===== config.mk =====
export PLATFORM = sky130hd
export DESIGN_NAME = aes_block_packer
export DESIGN_NICKNAME = d
export VERILOG_FILES = /design/src/rtl/aes_pkg.sv /design/src/rtl/pkcs7_pad_fill.sv /design/src/rtl/aes_block_packer.sv
export SDC_FILE = /design/constraint.sdc
export NUM_CORES = 1
export LEC_CHECK = 0
export CORE_AREA = 2 2 90 179
export CTS_CLUSTER_SIZE = 14
export DETAILED_ROUTE_END_ITERATION = 8
export DIE_AREA = 0 0 92 181
export PLACE_DENSITY = 0.74
export SKIP_CTS_REPAIR_TIMING = 1
export SLEW_MARGIN = 5
export SYNTH_ARGS = -nofsm -noshare
export SYNTH_HDL_FRONTEND = slang
export SYNTH_SLANG_ARGS = --single-unit

===== constraint.sdc =====
create_clock -name clk -period 7 [get_ports clk]
set_input_delay 1.4 -clock clk [delete_from_list [all_inputs] [get_ports clk]]
set_output_delay 1.4 -clock clk [all_outputs]
set_load 0.01 [all_outputs]

===== src/rtl/aes_pkg.sv =====
// Shared AES block constants and types for the byte-to-block packer.
package aes_pkg;
  localparam int AES_BLOCK_BITS  = 128;
  localparam int AES_BLOCK_BYTES = 16;

  typedef enum logic [1:0] {FILL, PAD, EMIT} packer_state_t;

  // Pad/fill byte count, 0..16.
  typedef logic [4:0] pad_cnt_t;

  function automatic pad_cnt_t pad_count(input logic [3:0] cnt);
    return pad_cnt_t'(5'd16 - {1'b0, cnt});
  endfunction
endpackage


===== src/rtl/pkcs7_pad_fill.sv =====
// Combinational tail fill: bytes cnt..15 get PKCS#7 pad value (or zero).
module pkcs7_pad_fill
  import aes_pkg::*;
(
  input  logic [AES_BLOCK_BITS-1:0] blk,
  input  logic [3:0]                cnt,
  input  logic                      pad_en,
  output logic [AES_BLOCK_BITS-1:0] filled,
  output pad_cnt_t                  pad
);
  logic [7:0] fill_byte;

  assign pad       = pad_count(cnt);
  // cnt==0 yields pad=16, i.e. a full block of 0x10.
  assign fill_byte = pad_en ? {3'b000, pad} : 8'h00;

  for (genvar i = 0; i < AES_BLOCK_BYTES; i++) begin : g_byte
    localparam int HI = AES_BLOCK_BITS - 1 - 8 * i;
    assign filled[HI -: 8] = (4'(i) >= cnt) ? fill_byte : blk[HI -: 8];
  end
endmodule


===== src/rtl/aes_block_packer.sv =====
// Packs a plaintext byte stream into 128-bit blocks with PKCS#7 or zero padding.
module aes_block_packer
  import aes_pkg::*;
#(
  parameter bit PAD_EN = 1'b1
) (
  input  logic                      clk,
  input  logic                      rst,
  input  logic [7:0]                in_data,
  input  logic                      in_valid,
  input  logic                      in_last,
  output logic                      in_ready,
  output logic [AES_BLOCK_BITS-1:0] blk_data,
  output logic                      blk_valid,
  input  logic                      blk_ready,
  output logic                      blk_last,
  output logic [4:0]                blk_pad
);
  packer_state_t             state, state_nxt;
  logic [3:0]                cnt;
  logic [AES_BLOCK_BITS-1:0] data;
  logic [AES_BLOCK_BITS-1:0] filled;
  pad_cnt_t                  fill_pad;
  logic                      extra_pad;
  logic                      byte_xfer, blk_xfer;

  // Handshake flags decode from the state register only.
  assign in_ready  = (state == FILL);
  assign blk_valid = (state == EMIT);
  assign blk_data  = data;
  assign byte_xfer = in_valid & in_ready;
  assign blk_xfer  = blk_valid & blk_ready;

  pkcs7_pad_fill u_fill (
    .blk    (data),
    .cnt    (cnt),
    .pad_en (PAD_EN),
    .filled (filled),
    .pad    (fill_pad)
  );

  always_ff @(posedge clk or posedge rst) begin
    if (rst) state <= FILL;
    else     state <= state_nxt;
  end

  always_comb begin
    state_nxt = state;
    case (state)
      FILL: begin
        if (byte_xfer && cnt == 4'd15) state_nxt = EMIT;
        else if (byte_xfer && in_last) state_nxt = PAD;
      end
      PAD:  state_nxt = EMIT;
      EMIT: if (blk_xfer) state_nxt = extra_pad ? PAD : FILL;
      default: state_nxt = FILL;
    endcase
  end

  always_ff @(posedge clk or posedge rst) begin
    if (rst) begin
      cnt       <= '0;
      data      <= '0;
      extra_pad <= 1'b0;
      blk_last  <= 1'b0;
      blk_pad   <= '0;
    end else begin
      case (state)
        FILL: if (byte_xfer) begin
          for (int i = 0; i < AES_BLOCK_BYTES; i++)
            if (cnt == 4'(i)) data[AES_BLOCK_BITS-1-8*i -: 8] <= in_data;
          cnt <= cnt + 4'd1;
          if (cnt == 4'd15) begin
            // A full final block under PKCS#7 still owes a whole pad block.
            blk_last  <= in_last & ~PAD_EN;
            blk_pad   <= '0;
            extra_pad <= in_last & PAD_EN;
          end
        end
        PAD: begin
          data     <= filled;
          blk_pad  <= fill_pad;
          blk_last <= 1'b1;
        end
        EMIT: if (blk_xfer) begin
          cnt <= '0;
          if (extra_pad) extra_pad <= 1'b0;
          else           data      <= '0;
        end
        default: ;
      endcase
    end
  end
endmodule


Word level (Yosys, flattened, before mapping)
Index checks and enable logic that the tools add are counted.

word-level totals
  bits in registers = 141
  output and inout bits = 136

cells by class
  add/subtract/negate cells = 2
  order comparisons = 16
  eq/ne operators = 53
  muxes and demuxes = 54
  bitwise logic cells = 2
  reductions and logical operators = 27

operators with widths
  operator               count
  $mux W128              3
  $pmux W128 S3          1
  $mux W8                32
  $reduce_and A6 Y1      16
  $ne A2 B1 Y1 const B   34
  $eq A4 B4 Y1 const B   8
  $ge A4 B4 Y1 const A   8
  $eq A4 B3 Y1 const B   4
  $ge A3 B4 Y1 const A   4
  $mux W5                2
  $pmux W5 S2            1
  $eq A4 B2 Y1 const B   2
  $ge A1 B4 Y1 const A   2
  $ge A2 B4 Y1 const A   2
  $mux W4                2
  $pmux W4 S2            1
  $mux W1                6
  $mux W2                3
  $pmux W2 S3            1
  $reduce_and A3 Y1      2
  $sub A5 B4 Y5 const A  1
  $add A4 B1 Y4 const B  1
  $eq A4 B1 Y1 const B   1
  $logic_not A4 Y1       1
  other kinds (12)       16

Longest topological paths before layout
  word-level depth = 6
  depth in mapped cells = 8
  gate-level depth less buffers = 6

Hierarchy
From an unflattened synthesis, not the netlist that was laid out.

second synthesis, totals
  cell total of the unflattened synthesis = 960
  area total of the unflattened synthesis = 8,126.5 µm²

by module, submodules not included
  module            instances  cells an instance  area an instance (µm²)
  aes_block_packer  1          718                6,725.2
  pkcs7_pad_fill    1          242                1,401.3

Worst setup path before layout
OpenSTA, ideal clock, no wires.

  path type = in2reg
  start point = input in_valid
  end point = register data[104], in the netlist blk_data[104]
  setup time = 0.125 ns
  data arrival time = 2.586 ns
  data required time = 6.875 ns
  slack = 4.289 ns
  stages on the path = 4
  cells stage by stage = and2b_4 a211o_4 a21oi_2 mux2_2

on the way
  longest elaborated chain between the ends = 3

ends and longest elaborated chain
  what                            RTL line                source
  start: declaration              aes_block_packer.sv:10  input logic in_valid,
  $and A1 B1 Y1                   aes_block_packer.sv:31  assign byte_xfer = in_valid & in_ready;
  $ne A2 B1 Y1 (no line)          n/a
  $reduce_and A6 Y1 (no line)     n/a
  end signal: indexed assignment  aes_block_packer.sv:71  if (cnt == 4'(i)) data[AES_BLOCK_BITS-1-8*i -: 8] <= in_data;
  end signal: assignment          aes_block_packer.sv:81  data <= filled;
  end: declaration                aes_block_packer.sv:21  logic [AES_BLOCK_BITS-1:0] data;

No other way between the ends.
A chain may end at the register's enable or synchronous reset.

Final worst setup path
  start point = register state[0]
  end point = output in_ready

on the way
  longest elaborated chain between the ends = 1

ends and longest elaborated chain
  what                      RTL line                source
  start: declaration        aes_block_packer.sv:19  packer_state_t state, state_nxt;
  start signal: assignment  aes_block_packer.sv:44  else state <= state_nxt;
  $logic_not A2 Y1          aes_block_packer.sv:28  assign in_ready = (state == FILL);
  end: declaration          aes_block_packer.sv:12  output logic in_ready,

No other way between the ends.

==> results.json <==
{
  "fin_hold_ws_ps": 491,
  "synth.net_count": 448,
  "min_path_cells": 1,
  "via_per_inst": 5.20,
  "drt_wl_total_um": 16800,
  "relSlewSlack_pct": 39.5,
  "grt_max_degree": 74,
  "clock_sinks": 141,
  "syn_area_um2": 6020,
  "leakage_nw": 3.67,
  "grt_pass1_wl_um": 26500,
  "drt_iter0_markers": 275,
  "cellPowerDensity_nw_per_um2": 607,
  "internal_power_mw": 3.21,
  "p_switching_mw": 1.85,
  "row_count": 64,
  "drt-wirelength-per-cell_um": 21.3,
  "ys_warn_count": 0,
  "cp_slowest_stage_delay_ps": 770,
  "crit_path_end_kind": "primary output",
  "fin_nets": 600,
  "final_common_cell": "clkdlybuf4s50_1",
  "dp.cells": 757,
  "worst_pin_slew_ps": 908,
  "postSynthAreaPerCell_um2": 14.1,
  "die-area_um2": 16700,
  "switching_share_pct": 36.6,
  "grt_pass1_vias": 4488,
  "min_period_ps": 3840,
  "cts_made_buffers": 17,
  "synth_top_flop_cell": "dfrtp_1",
  "layout_common_cells": "clkdlybuf4s50_1 (148), dfrtp_1 (141), mux2_2 (130), clkbuf_16 (17), nand2_1 (14)",
  "finalPower_mw": 5.05,
  "rr_worst_depth": 6,
  "synth_edf_count": 0,
  "postSynthCellCount": 426,
  "initial_core_util_pct": 39.6,
  "p_seq_share_pct": 28.8,
  "die_x_um": 92,
  "start_kind": "register",
  "drive_above_1_share_pct": 32.4,
  "io_buffers": 148,
  "cts_htree_levels": 4,
  "yosys_register_bits": 141,
  "fin_tns_setup_ps": 0,
  "path_depth": 3,
  "cts_root_buffer": "clkbuf_16",
  "finalNonFillerCells": 787,
  "antenna_found_initial": 0,
  "setup_viol": 0,
  "worstSetupPathType": "reg -> out",
  "hpwl_um": 11800,
  "area_growth_pct": 38.1,
  "first_pass_iters": 5,
  "cts.clk_slew.worst_paths_ps": 60,
  "worst-path-buf-inv": 2,
  "globalplace.congestion": 0.800,
  "io_pins": 149,
  "ir_worst_vdd_v": 0.000288,
  "grtUsageTotal_pct": 21.0,
  "die_y_um": 181,
  "power_frac_clock_pct": 18.2,
  "skew_ps": 6.50,
  "synth.distinct_cells": 51,
  "worst_slack_ps": 3160,
  "rsz0062_at_grt": "false",
  "cp_cell_sequence": "inv_1 > ha_1 > clkdlybuf4s50_1",
  "status": "finished, final reports clean",
  "maxCapViolCount": 0,
  "clock_latency_ps": 410,
  "arrival_ps": 2440,
  "fmax_mhz": 260,
  "clk_path_buf_depth": 2,
  "antenna_left": 0,
  "diodes": 0,
  "crit_fanout": 25,
  "drc": 0,
  "core_area_um2": 15200,
  "finalHoldViolations": 0,
  "combPwrFrac_pct": 53.0,
  "slowest_stage": "ha_1",
  "pre_cts_ws_ps": 3070,
  "crit_required_ps": 5600,
  "hp-class": "reg -> reg",
  "cp_top_family": "buffers and inverters",
  "fin_crit_sh_pct": 54.9,
  "slew_viol_final": 0,
  "vias": 4096,
  "synthArstFlopShare_pct": 100,
  "cts_tree": "yes",
  "overflow": 0,
  "seq_area_frac_synth_pct": 58.6
}
-- state kept, by name, summed over array words and instances (netlist names) --
signal	cells
blk_data	128
blk_last	1
extra_pad	1
cnt	4
state	2
blk_pad	5
-- worst register-to-register path: cells and delay by family (launching register included) --
| kind | cells | cell delay, ps |
|---|---|---|
| adder cells (fa/ha/maj) | 1 | 530 |
| buffers and inverters | 1 | 120 |
| AND/OR/NAND/NOR | 1 | 360 |
| multiplexers | 1 | 400 |
| flip-flops | 1 | 420 |
| AO/OA/AOI/OAI | 2 | 1160 |
-- routing by layer --
metal  wire, um  up-vias  GRT usage (%)
met5          0        -              0
met4        354        0           7.94
met3        647       17           4.67
met2       9450      112           38.7
met1       6300     2145           23.1
li1           -     1822              -
-- area by class of cell --
type,count,area (um2)
clock buffer,19,443
timing repair buffer,156,1540
inverter,12,50.0
tap,198,248
multi-input combinational,250,2350
sequential,141,3530
fill,1291,6890
clock inverter,11,160
-- kinds of logic after synthesis --
group | count (synthesis) | share of synthesized area, %
buffers and inverters | 35 | 2.43
muxes | 132 | 24.6
AOI/OAI and AO/OA | 59 | 7.73
adders and majority gates | 9 | 1.87
xor gates and xnor gates | 2 | 0.291
DFF | 141 | 58.6
and+or+nand+nor | 48 | 4.49
-- path summary, 6_finish.rpt --
kind	slack, ps	from	endpoint
max in group asynchronous	4180	rst	blk_data[63]$_DFFE_PP0P_
min	490	blk_pad[3]$_DFFE_PP0P_	blk_pad[3]$_DFFE_PP0P_
min reg2reg	490	blk_pad[3]$_DFFE_PP0P_	blk_pad[3]$_DFFE_PP0P_
min in group asynchronous	1450	rst	blk_data[94]$_DFFE_PP0P_
max reg2reg	3900	state[0]$_DFFE_PP0P_	blk_data[81]$_DFFE_PP0P_
max	3160	state[0]$_DFFE_PP0P_	in_ready
-- Yosys cell counts, types with 2 or more instances --
cell      number  area [um2]
dfrtp_1      141        3530
mux2_2       130        1460
clkbuf_1      16        60.1
nand2_1       14        52.6
inv_1         12        45.0
o21ai_0       12        60.1
a21oi_1        9        45.0
ha_1           9         113
o21ai_2        9        78.8
buf_2          6        30.0
a22o_1         5        43.8
nor2_1         5        18.8
nor2b_1        5        31.3
and3_1         4        25.0
nand3_1        4        20.0
o22ai_1        4        25.0
nor3_1         3        15.0
a41oi_1        2        17.5
mux2i_1        2        20.0
nor2_2         2        12.5
or2_2          2        12.5
-- metrics by stage --
step                      cell area (um2)  util (%)
after global placement               7720      50.7
after floorplan                      6020         -
after global routing                 8320      54.7
final                                8320      54.7
after CTS                            8320      54.7
after detailed placement             7720      50.7
-- power by group through the flow --
stage                     clock [mW]  combinational [mW]  sequential [mW]
final                          0.921                2.68             1.46
after global routing           0.968                2.85             1.50
after CTS                      0.933                2.71             1.46
after detailed placement           0                2.69             1.47
after global placement             0                2.63             1.45
after floorplan                    0                1.43             1.54
Power figures use the tool's default switching activity.
